## src/rtl/circ_queue_ptr_ctrl_if.sv

```systemverilog
// Handshake and pointer bus of circ_queue_ptr_ctrl.
// Macro: CIRC_QUEUE_ALMOST_FULL_EN adds almost_full_o.
// master: producer/consumer side (drives push/pop/flush/restore requests).
// slave : the pointer controller (drives pointers, occupancy, status, strobes).
interface circ_queue_ptr_ctrl_if #(
    parameter int unsigned DEPTH = 16
);
    localparam int unsigned PW = $clog2(DEPTH);
    localparam int unsigned CW = $clog2(DEPTH + 1);

    logic          push_valid_i;
    logic          push_ready_o;
    logic          pop_ready_i;
    logic          pop_valid_o;
    logic          flush_i;
    logic          restore_i;
    logic [PW-1:0] restore_tail_i;
    logic [PW-1:0] head_o;
    logic [PW-1:0] tail_o;
    logic [CW-1:0] count_o;
    logic          full_o;
    logic          empty_o;
    logic          push_o;
    logic          pop_o;
`ifdef CIRC_QUEUE_ALMOST_FULL_EN
    logic          almost_full_o;
`endif

    modport master (
        output push_valid_i, pop_ready_i, flush_i, restore_i, restore_tail_i,
        input  push_ready_o, pop_valid_o, head_o, tail_o, count_o,
               full_o, empty_o, push_o, pop_o
`ifdef CIRC_QUEUE_ALMOST_FULL_EN
      , input  almost_full_o
`endif
    );

    modport slave (
        input  push_valid_i, pop_ready_i, flush_i, restore_i, restore_tail_i,
        output push_ready_o, pop_valid_o, head_o, tail_o, count_o,
               full_o, empty_o, push_o, pop_o
`ifdef CIRC_QUEUE_ALMOST_FULL_EN
      , output almost_full_o
`endif
    );
endinterface

```

## src/rtl/circ_queue_ptr_ctrl.sv

```systemverilog
// Head/tail pointer and occupancy controller for a DEPTH-entry circular queue.
// Optional macro CIRC_QUEUE_ALMOST_FULL_EN: adds registered almost_full_o
// (count >= AF_THRESH) and simulation assertions on occupancy.
// Ports: clk_i, rst_ni (async, active-low), bus (circ_queue_ptr_ctrl_if.slave):
//   push_valid_i/push_ready_o, pop_ready_i/pop_valid_o handshakes,
//   flush_i, restore_i/restore_tail_i, head_o, tail_o, count_o, full_o, empty_o,
//   push_o/pop_o accept strobes (combinational).
module circ_queue_ptr_ctrl #(
    parameter int unsigned DEPTH     = 16,
    parameter int unsigned INIT      = 0
`ifdef CIRC_QUEUE_ALMOST_FULL_EN
  , parameter int unsigned AF_THRESH = DEPTH - 2
`endif
) (
    input logic                 clk_i,
    input logic                 rst_ni,
    circ_queue_ptr_ctrl_if.slave bus
);
    localparam int unsigned PW = $clog2(DEPTH);
    localparam int unsigned CW = $clog2(DEPTH + 1);

    logic [PW-1:0] head_q, head_d;
    logic [PW-1:0] tail_q, tail_d;
    logic [CW-1:0] count_q, count_d;
    logic          full_q, full_d;
    logic          empty_q, empty_d;
    logic          push_c, pop_c;
    logic [CW-1:0] rt_ext, hd_ext;

    // Mod-DEPTH increment; explicit wrap so non-power-of-two depths work.
    function automatic logic [PW-1:0] ptr_inc(input logic [PW-1:0] p);
        return (p == PW'(DEPTH - 1)) ? '0 : p + PW'(1);
    endfunction

    // Next-state: flush > restore > push/pop.
    always_comb begin
        push_c  = bus.push_valid_i & ~full_q & ~bus.flush_i & ~bus.restore_i;
        pop_c   = bus.pop_ready_i & ~empty_q & ~bus.flush_i;
        head_d  = head_q;
        tail_d  = tail_q;
        count_d = count_q;
        rt_ext  = '0;
        hd_ext  = '0;
        if (bus.flush_i) begin
            head_d  = PW'(INIT);
            tail_d  = PW'(INIT);
            count_d = '0;
        end else begin
            if (pop_c) head_d = ptr_inc(head_q);
            if (bus.restore_i) begin
                // Occupancy is the mod-DEPTH distance from the post-pop head.
                tail_d = bus.restore_tail_i;
                rt_ext = CW'(bus.restore_tail_i);
                hd_ext = CW'(head_d);
                if (rt_ext >= hd_ext) count_d = rt_ext - hd_ext;
                else                  count_d = rt_ext + CW'(DEPTH) - hd_ext;
            end else begin
                if (push_c) tail_d = ptr_inc(tail_q);
                case ({push_c, pop_c})
                    2'b10:   count_d = count_q + CW'(1);
                    2'b01:   count_d = count_q - CW'(1);
                    default: count_d = count_q;
                endcase
            end
        end
        full_d  = (count_d == CW'(DEPTH));
        empty_d = (count_d == '0);
    end

    always_ff @(posedge clk_i or negedge rst_ni) begin
        if (!rst_ni) begin
            head_q  <= PW'(INIT);
            tail_q  <= PW'(INIT);
            count_q <= '0;
            full_q  <= 1'b0;
            empty_q <= 1'b1;
        end else begin
            head_q  <= head_d;
            tail_q  <= tail_d;
            count_q <= count_d;
            full_q  <= full_d;
            empty_q <= empty_d;
        end
    end

    assign bus.head_o       = head_q;
    assign bus.tail_o       = tail_q;
    assign bus.count_o      = count_q;
    assign bus.full_o       = full_q;
    assign bus.empty_o      = empty_q;
    assign bus.push_ready_o = ~full_q;
    assign bus.pop_valid_o  = ~empty_q;
    assign bus.push_o       = push_c;
    assign bus.pop_o        = pop_c;

`ifdef CIRC_QUEUE_ALMOST_FULL_EN
    logic almost_full_q, almost_full_d;

    always_comb begin
        almost_full_d = (count_d >= CW'(AF_THRESH));
    end

    always_ff @(posedge clk_i or negedge rst_ni) begin
        if (!rst_ni) almost_full_q <= 1'b0;
        else         almost_full_q <= almost_full_d;
    end

    assign bus.almost_full_o = almost_full_q;

    // Occupancy bound, and a rollback must never land on a full queue.
    always @(posedge clk_i) begin
        if (rst_ni) begin
            assert (count_q <= CW'(DEPTH));
            assert (!(bus.restore_i && !bus.flush_i) || !full_d);
        end
    end
`endif
endmodule

```

## src/flat_wrapper.sv

```systemverilog
// flat-port wrapper written by rule: the top's interface ports become plain ports
module circ_queue_ptr_ctrl_flat 
#(
    parameter int unsigned DEPTH     = 16,
    parameter int unsigned INIT      = 0

)
  (clk_i, rst_ni, bus_push_valid_i, bus_pop_ready_i, bus_flush_i, bus_restore_i, bus_restore_tail_i, bus_push_ready_o, bus_pop_valid_o, bus_head_o, bus_tail_o, bus_count_o, bus_full_o, bus_empty_o, bus_push_o, bus_pop_o);
  circ_queue_ptr_ctrl_if #(.DEPTH(DEPTH)) bus_i ();
  input logic clk_i;
  input logic rst_ni;
  input wire logic [$bits(bus_i.push_valid_i)-1:0] bus_push_valid_i;
  input wire logic [$bits(bus_i.pop_ready_i)-1:0] bus_pop_ready_i;
  input wire logic [$bits(bus_i.flush_i)-1:0] bus_flush_i;
  input wire logic [$bits(bus_i.restore_i)-1:0] bus_restore_i;
  input wire logic [$bits(bus_i.restore_tail_i)-1:0] bus_restore_tail_i;
  output wire logic [$bits(bus_i.push_ready_o)-1:0] bus_push_ready_o;
  output wire logic [$bits(bus_i.pop_valid_o)-1:0] bus_pop_valid_o;
  output wire logic [$bits(bus_i.head_o)-1:0] bus_head_o;
  output wire logic [$bits(bus_i.tail_o)-1:0] bus_tail_o;
  output wire logic [$bits(bus_i.count_o)-1:0] bus_count_o;
  output wire logic [$bits(bus_i.full_o)-1:0] bus_full_o;
  output wire logic [$bits(bus_i.empty_o)-1:0] bus_empty_o;
  output wire logic [$bits(bus_i.push_o)-1:0] bus_push_o;
  output wire logic [$bits(bus_i.pop_o)-1:0] bus_pop_o;
  assign bus_i.push_valid_i = bus_push_valid_i;
  assign bus_i.pop_ready_i = bus_pop_ready_i;
  assign bus_i.flush_i = bus_flush_i;
  assign bus_i.restore_i = bus_restore_i;
  assign bus_i.restore_tail_i = bus_restore_tail_i;
  assign bus_push_ready_o = bus_i.push_ready_o;
  assign bus_pop_valid_o = bus_i.pop_valid_o;
  assign bus_head_o = bus_i.head_o;
  assign bus_tail_o = bus_i.tail_o;
  assign bus_count_o = bus_i.count_o;
  assign bus_full_o = bus_i.full_o;
  assign bus_empty_o = bus_i.empty_o;
  assign bus_push_o = bus_i.push_o;
  assign bus_pop_o = bus_i.pop_o;
  circ_queue_ptr_ctrl #(.DEPTH(DEPTH), .INIT(INIT)) u_core (.clk_i(clk_i), .rst_ni(rst_ni), .bus(bus_i));
endmodule
```

## config.mk

```make
export PLATFORM = sky130hd
export DESIGN_NAME = circ_queue_ptr_ctrl_flat
export DESIGN_NICKNAME = d
export VERILOG_FILES = /design/src/rtl/circ_queue_ptr_ctrl_if.sv /design/src/rtl/circ_queue_ptr_ctrl.sv /design/src/flat_wrapper.sv
export SDC_FILE = /design/constraint.sdc
export NUM_CORES = 1
export LEC_CHECK = 0
export ABC_CLOCK_PERIOD_IN_PS = 3000
export CAP_MARGIN = 5
export CORE_MARGIN = 5
export CORE_UTILIZATION = 49
export DETAILED_ROUTE_END_ITERATION = 8
export PLACE_DENSITY = 0.79
export SKIP_LAST_GASP = 1
export SYNTH_ARGS = -nofsm -noshare
export SYNTH_HDL_FRONTEND = slang
export SYNTH_SLANG_ARGS = --single-unit
```

## constraint.sdc

```tcl
create_clock -name clk_i -period 3 [get_ports clk_i]
set_input_delay 0.3 -clock clk_i [delete_from_list [all_inputs] [get_ports clk_i]]
set_output_delay 0.3 -clock clk_i [all_outputs]
set_load 0.05 [all_outputs]
```

## Yosys cells after proc, flatten, opt, wreduce, memory -nomap -nowiden

Index checks and enable logic that the tools add are counted.

- Bits of input ports: 10
- Flip-flop bits (word level): 15
- Word-level logic and storage cells: 41

- Add/sub/neg operators: 7
- Muxes and demuxes: 12
- Reductions and logical operators: 2
- Equal/unequal tests: 5
- $lt $le $gt $ge: 1
- Bitwise operators: 9

Operators with widths:

| kind | count |
|---|---|
| $mux W4 | 8 |
| $mux W5 | 3 |
| $pmux W5 S2 | 1 |
| $add A4 B1 Y4 const B | 2 |
| $eq A4 B4 Y1 const B | 2 |
| $add A4 B5 Y5 const B | 1 |
| $add A5 B1 Y5 const B | 1 |
| $and A1 B1 Y1 | 5 |
| $eq A5 B5 Y1 const B | 1 |
| $logic_not A5 Y1 | 1 |
| $sub A4 B4 Y5 | 1 |
| $sub A5 B1 Y5 const B | 1 |
| $sub A5 B4 Y5 | 1 |
| $ge A4 B4 Y1 | 1 |
| $not A1 Y1 | 4 |
| $reduce_bool A3 Y1 | 1 |
| $eq A2 B1 Y1 const B | 1 |
| $eq A2 B2 Y1 const B | 1 |

## Longest topological paths before layout

- Depth in word-level cells: 10
- Mapped depth: 11
- Gate-level depth less buffers: 10

## Worst setup path before layout

Ideal clock, no wire load.

- Path kind: reg2reg
- Start: reg u_core.empty_q (netlist: u_core.bus.empty_o)
- End: reg u_core.empty_q (netlist: u_core.bus.empty_o)
- Cell stages (with the launch flop): 10
- Buffers on the path: 0
- Setup time: 0.062 ns
- Arrival time: 2.823 ns
- Path slack: 0.115 ns
- Required time: 2.938 ns
- Cell sequence: dfstp_2 > nor3b_4 > ha_1 > inv_1 > fa_1 > nand2b_1 > a21oi_1 > mux2i_1 > mux2i_1 > and3b_1

- Cells in the longest elaborated chain, start to end: 10

Ends and longest elaborated chain:

| what | RTL line | source |
|---|---|---|
| start: declaration | circ_queue_ptr_ctrl.sv:26 | `logic empty_q, empty_d;` |
| start signal: assignment | circ_queue_ptr_ctrl.sv:82 | `empty_q <= empty_d;` |
| $not A1 Y1 * | circ_queue_ptr_ctrl.sv:38 | `pop_c = bus.pop_ready_i & ~empty_q & ~bus.flush_i;` |
| $and A1 B1 Y1 * (2 in a row) | circ_queue_ptr_ctrl.sv:38 |  |
| via bus_pop_o | flat_wrapper.sv:25 | `output wire logic [$bits(bus_i.pop_o)-1:0] bus_pop_o;` |
| $mux W4 | circ_queue_ptr_ctrl.sv:49 | `if (pop_c) head_d = ptr_inc(head_q);` |
| $mux W4 | circ_queue_ptr_ctrl.sv:44 | `if (bus.flush_i) begin` |
| $sub A5 B4 Y5, or another cell as far along | circ_queue_ptr_ctrl.sv:56 | `else count_d = rt_ext + CW'(DEPTH) - hd_ext;` |
| $mux W5 | circ_queue_ptr_ctrl.sv:55 | `if (rt_ext >= hd_ext) count_d = rt_ext - hd_ext;` |
| $mux W5 * | circ_queue_ptr_ctrl.sv:50 | `if (bus.restore_i) begin` |
| $mux W5 * | circ_queue_ptr_ctrl.sv:44 |  |
| $logic_not A5 Y1 * | circ_queue_ptr_ctrl.sv:67 | `empty_d = (count_d == '0);` |
| via u_core.empty_d | circ_queue_ptr_ctrl.sv:26 |  |

Mark *: on every way through the listed nets, which the timed path passes. The rest lies on a longest branch. The select of a mux whose other input is x is not followed.
A chain may end at the register's enable or synchronous reset.

## Final worst setup path

- Start: in bus_flush_i
- End: reg u_core.empty_q (netlist: u_core.bus.empty_o)

- Cells in the longest elaborated chain, start to end: 9

Ends and longest elaborated chain:

| what | RTL line | source |
|---|---|---|
| start: declaration | flat_wrapper.sv:14 | `input wire logic [$bits(bus_i.flush_i)-1:0] bus_flush_i;` |
| $not A1 Y1 | circ_queue_ptr_ctrl.sv:37, circ_queue_ptr_ctrl.sv:38 |  |
| $and A1 B1 Y1 | circ_queue_ptr_ctrl.sv:38 |  |
| $mux W4 | circ_queue_ptr_ctrl.sv:49 |  |
| $mux W4 | circ_queue_ptr_ctrl.sv:44 |  |
| $sub A5 B4 Y5, or another cell as far along | circ_queue_ptr_ctrl.sv:56 |  |
| $mux W5 | circ_queue_ptr_ctrl.sv:55 |  |
| $mux W5 | circ_queue_ptr_ctrl.sv:50 |  |
| $mux W5 * | circ_queue_ptr_ctrl.sv:44 |  |
| $logic_not A5 Y1 * | circ_queue_ptr_ctrl.sv:67 |  |
| via u_core.empty_d | circ_queue_ptr_ctrl.sv:26 |  |

Marked as above.

==> impl_metrics.ini <==
[run_status]
status = completed

[sta]
fmax_mhz = 372
final_max_slew_viol_count = 0
fin_skew_ns = 0.0150
period_needed_ns = 2.69
setup_violations = 0
final_hold_viol_count = 0
setup_tns_ns = 0
holdWs_ns = 0.398
slew_headroom_pct = 54.6
rsz0062_at_grt = no
tightest_slew_ns = 0.679
fin_crit_sh_pct = 89.5

[power_and_ir_drop]
p_int_uw = 394
comb_power_share_pct = 45.1
ir_drop_uv = 364
cellPowerDensity_nw_per_um2 = 432
clkPwrFrac_pct = 18.7
p_seq_share_pct = 36.3
p_leak_uw = 0.000724
switching_share_pct = 41.8
switching_power_uw = 282

[worst_hold_path]
worstHoldPathType = in2async

[routing]
drc_errors = 0
highest-signal-layer = met4
num_vias = 1092
dr_wl_met3_um = 86
ant_nets = 0
totalWireLength_mm = 2.85
vias_per_cell = 5.52
drt-wirelength-per-cell_um = 14.4
wl_met1_mm = 1.22
drt_first_iter_violations = 56
met2_length_mm = 1.48
drtPass1Iterations = 4

[global_routing]
first_global_vias = 1108
antenna_found_initial = 0
grt_use_total_pct = 18.0
grt_max_degree = 19
overflow = 0
grt_pass1_wl_mm = 4.80

[clock_network]
post_cts_buffers = 0
cts.repair.resized = 0
clkTransAtPathRegs_ns = 0.11
postCtsHoldBufs = 0
clk_path_buf_depth = 2
numCtsBuffers = 3
worstSkewPairLatency_ns = 0.30
clock-sinks = 15
ctsRootBufferMaster = clkbuf_4
cts_tree = yes
htree_num_levels = 1

[synthesis]
synth_edf_count = 0
syn-num-nets = 159
synth.distinct_cells = 37
avgSynthCellArea_sq_um = 8.86
ys.warnings.count = 0
synth_area_sq_um = 1200
ys.flop_type = dfrtp_1
syn_inst = 135
ys_ff_latch = 15
ys_seq_area_share_pct = 31.5
async_flop_share_pct = 100

[critical_path]
path_class = in2reg
cp_max_fo = 4
cp-start-kind = input pin
crit_required_ns = 3.25
r2r_slack_ns = 0.47
crit_path_end_kind = flop
worstPathArrival_ns = 2.93

[placement]
portBuffers = 28
place.gp.congestion = 0.820
dp.cells = 194
hpwl_mm = 2.28

[final_layout]
nets = 193
syn2layout_area_growth_pct = 30.9
layout-drive-gt1-share_pct = 10.7
antenna_cells = 0
final_cell_mix = 28 x clkdlybuf4s50_1, 14 x inv_1, 14 x nand2_1, 14 x dfrtp_1
stdcell_count = 198
layout_commonest_cell = clkdlybuf4s50_1

[die]
core_sq_um = 2410
start_util_pct = 49.6
die_h_um = 59.4
dieArea_sq_um = 3530
placementRows = 18
io_pins = 29
die_x_um = 59.4

[job]
drv_cap = 0
## layout make-up
cell class	count	area, sq um
inverter	14	52.6
tap	30	37.5
fill	192	845
timing repair buffer	34	325
sequential	15	377
clock inverter	1	7.51
multi-input combinational	101	743
clock buffer	3	22.5
## cell families (layout without fill, tap and decap cells)
logic type / after synthesis / count (layout) / share of synthesized area [%]
compound gates: 32 / 32 / 17.6
mux: 6 / 6 / 5.23
flops: 15 / 15 / 31.5
simple gates: 44 / 44 / 19.8
buf+inv: 19 / 52 / 6.38
fa+ha+maj: 14 / 14 / 15.9
xor+xnor: 5 / 5 / 3.66
## synth_stat cells, types with 2 or more instances
| master | count | area share, % |
|---|---|---|
| nand2_1 | 14 | 4.4 |
| a31oi_1 | 2 | 1.0 |
| xor2_1 | 5 | 3.7 |
| mux2_2 | 2 | 1.9 |
| nand3_1 | 2 | 0.84 |
| o31ai_1 | 4 | 2.5 |
| inv_1 | 14 | 4.4 |
| buf_2 | 4 | 1.7 |
| and2_1 | 3 | 1.6 |
| nor2b_1 | 4 | 2.1 |
| fa_1 | 2 | 3.3 |
| ha_1 | 12 | 13 |
| nor2_1 | 12 | 3.8 |
| mux2i_1 | 4 | 3.3 |
| o21ai_0 | 3 | 1.3 |
| dfrtp_1 | 14 | 29 |
| a21oi_1 | 12 | 5.0 |
| a311oi_1 | 2 | 1.5 |
| o31a_1 | 2 | 1.5 |
## worst max-delay path, stage by stage
cell             delay [ns]
clkdlybuf4s50_1        0.49
buf_4                  0.17
nor2_1                 0.11
nand2_1                0.10
ha_1                   0.23
buf_4                  0.15
ha_1                   0.35
nand2b_1               0.08
a21oi_1                0.15
mux2i_1                0.28
mux2i_1                0.32
and3b_1                0.20
## routing by layer
| metal | track usage, % | up-vias |
|---|---|---|
| met1 | 21.5 | 515 |
| met5 | 0 | - |
| met4 | 7.77 | 0 |
| li1 | - | 539 |
| met3 | 2.83 | 8 |
| met2 | 31.5 | 30 |
## power groups by stage
| stage | Clock (uW) | Combinational (uW) | Sequential (uW) |
|---|---|---|---|
| 6_report | 126 | 305 | 245 |
| 5_1_grt | 139 | 330 | 248 |
| 4_1_cts | 128 | 306 | 245 |
| 3_5_place_dp | 0 | 304 | 249 |
| 3_3_place_gp | 0 | 297 | 248 |
| 2_1_floorplan | 0 | 143 | 310 |
## flip-flops by register name, indices dropped and copies added (netlist names)
name                cells
u_core.bus.full_o       1
u_core.bus.empty_o      1
u_core.bus.head_o       4
u_core.bus.tail_o       4
u_core.bus.count_o      5
## through the flow
stage	power [uW]	utilization, %	area [sq um]	setup WS (ns)
final	676	65.0	1570	0.315
after global routing	717	65.0	1570	0.161
after CTS	679	65.0	1570	0.321
after detailed placement	553	63.7	1540	0.00852
after global placement	544	63.7	1540	0.0832
after floorplan	453	-	1200	0.115
## final timing paths
kind,startpoint,to,cells past startpoint
min in group clk_i,u_core.bus.tail_o[1],u_core.bus.tail_o[1],2
min,rst_ni,u_core.bus.tail_o[2],1
max in group asynchronous,rst_ni,u_core.bus.head_o[0],1
max,bus_flush_i,u_core.bus.empty_o,12
min reg2reg,u_core.bus.tail_o[1],u_core.bus.tail_o[1],2
max reg2reg,u_core.bus.full_o,u_core.bus.empty_o,10
Power figures use the tool's default switching activity.
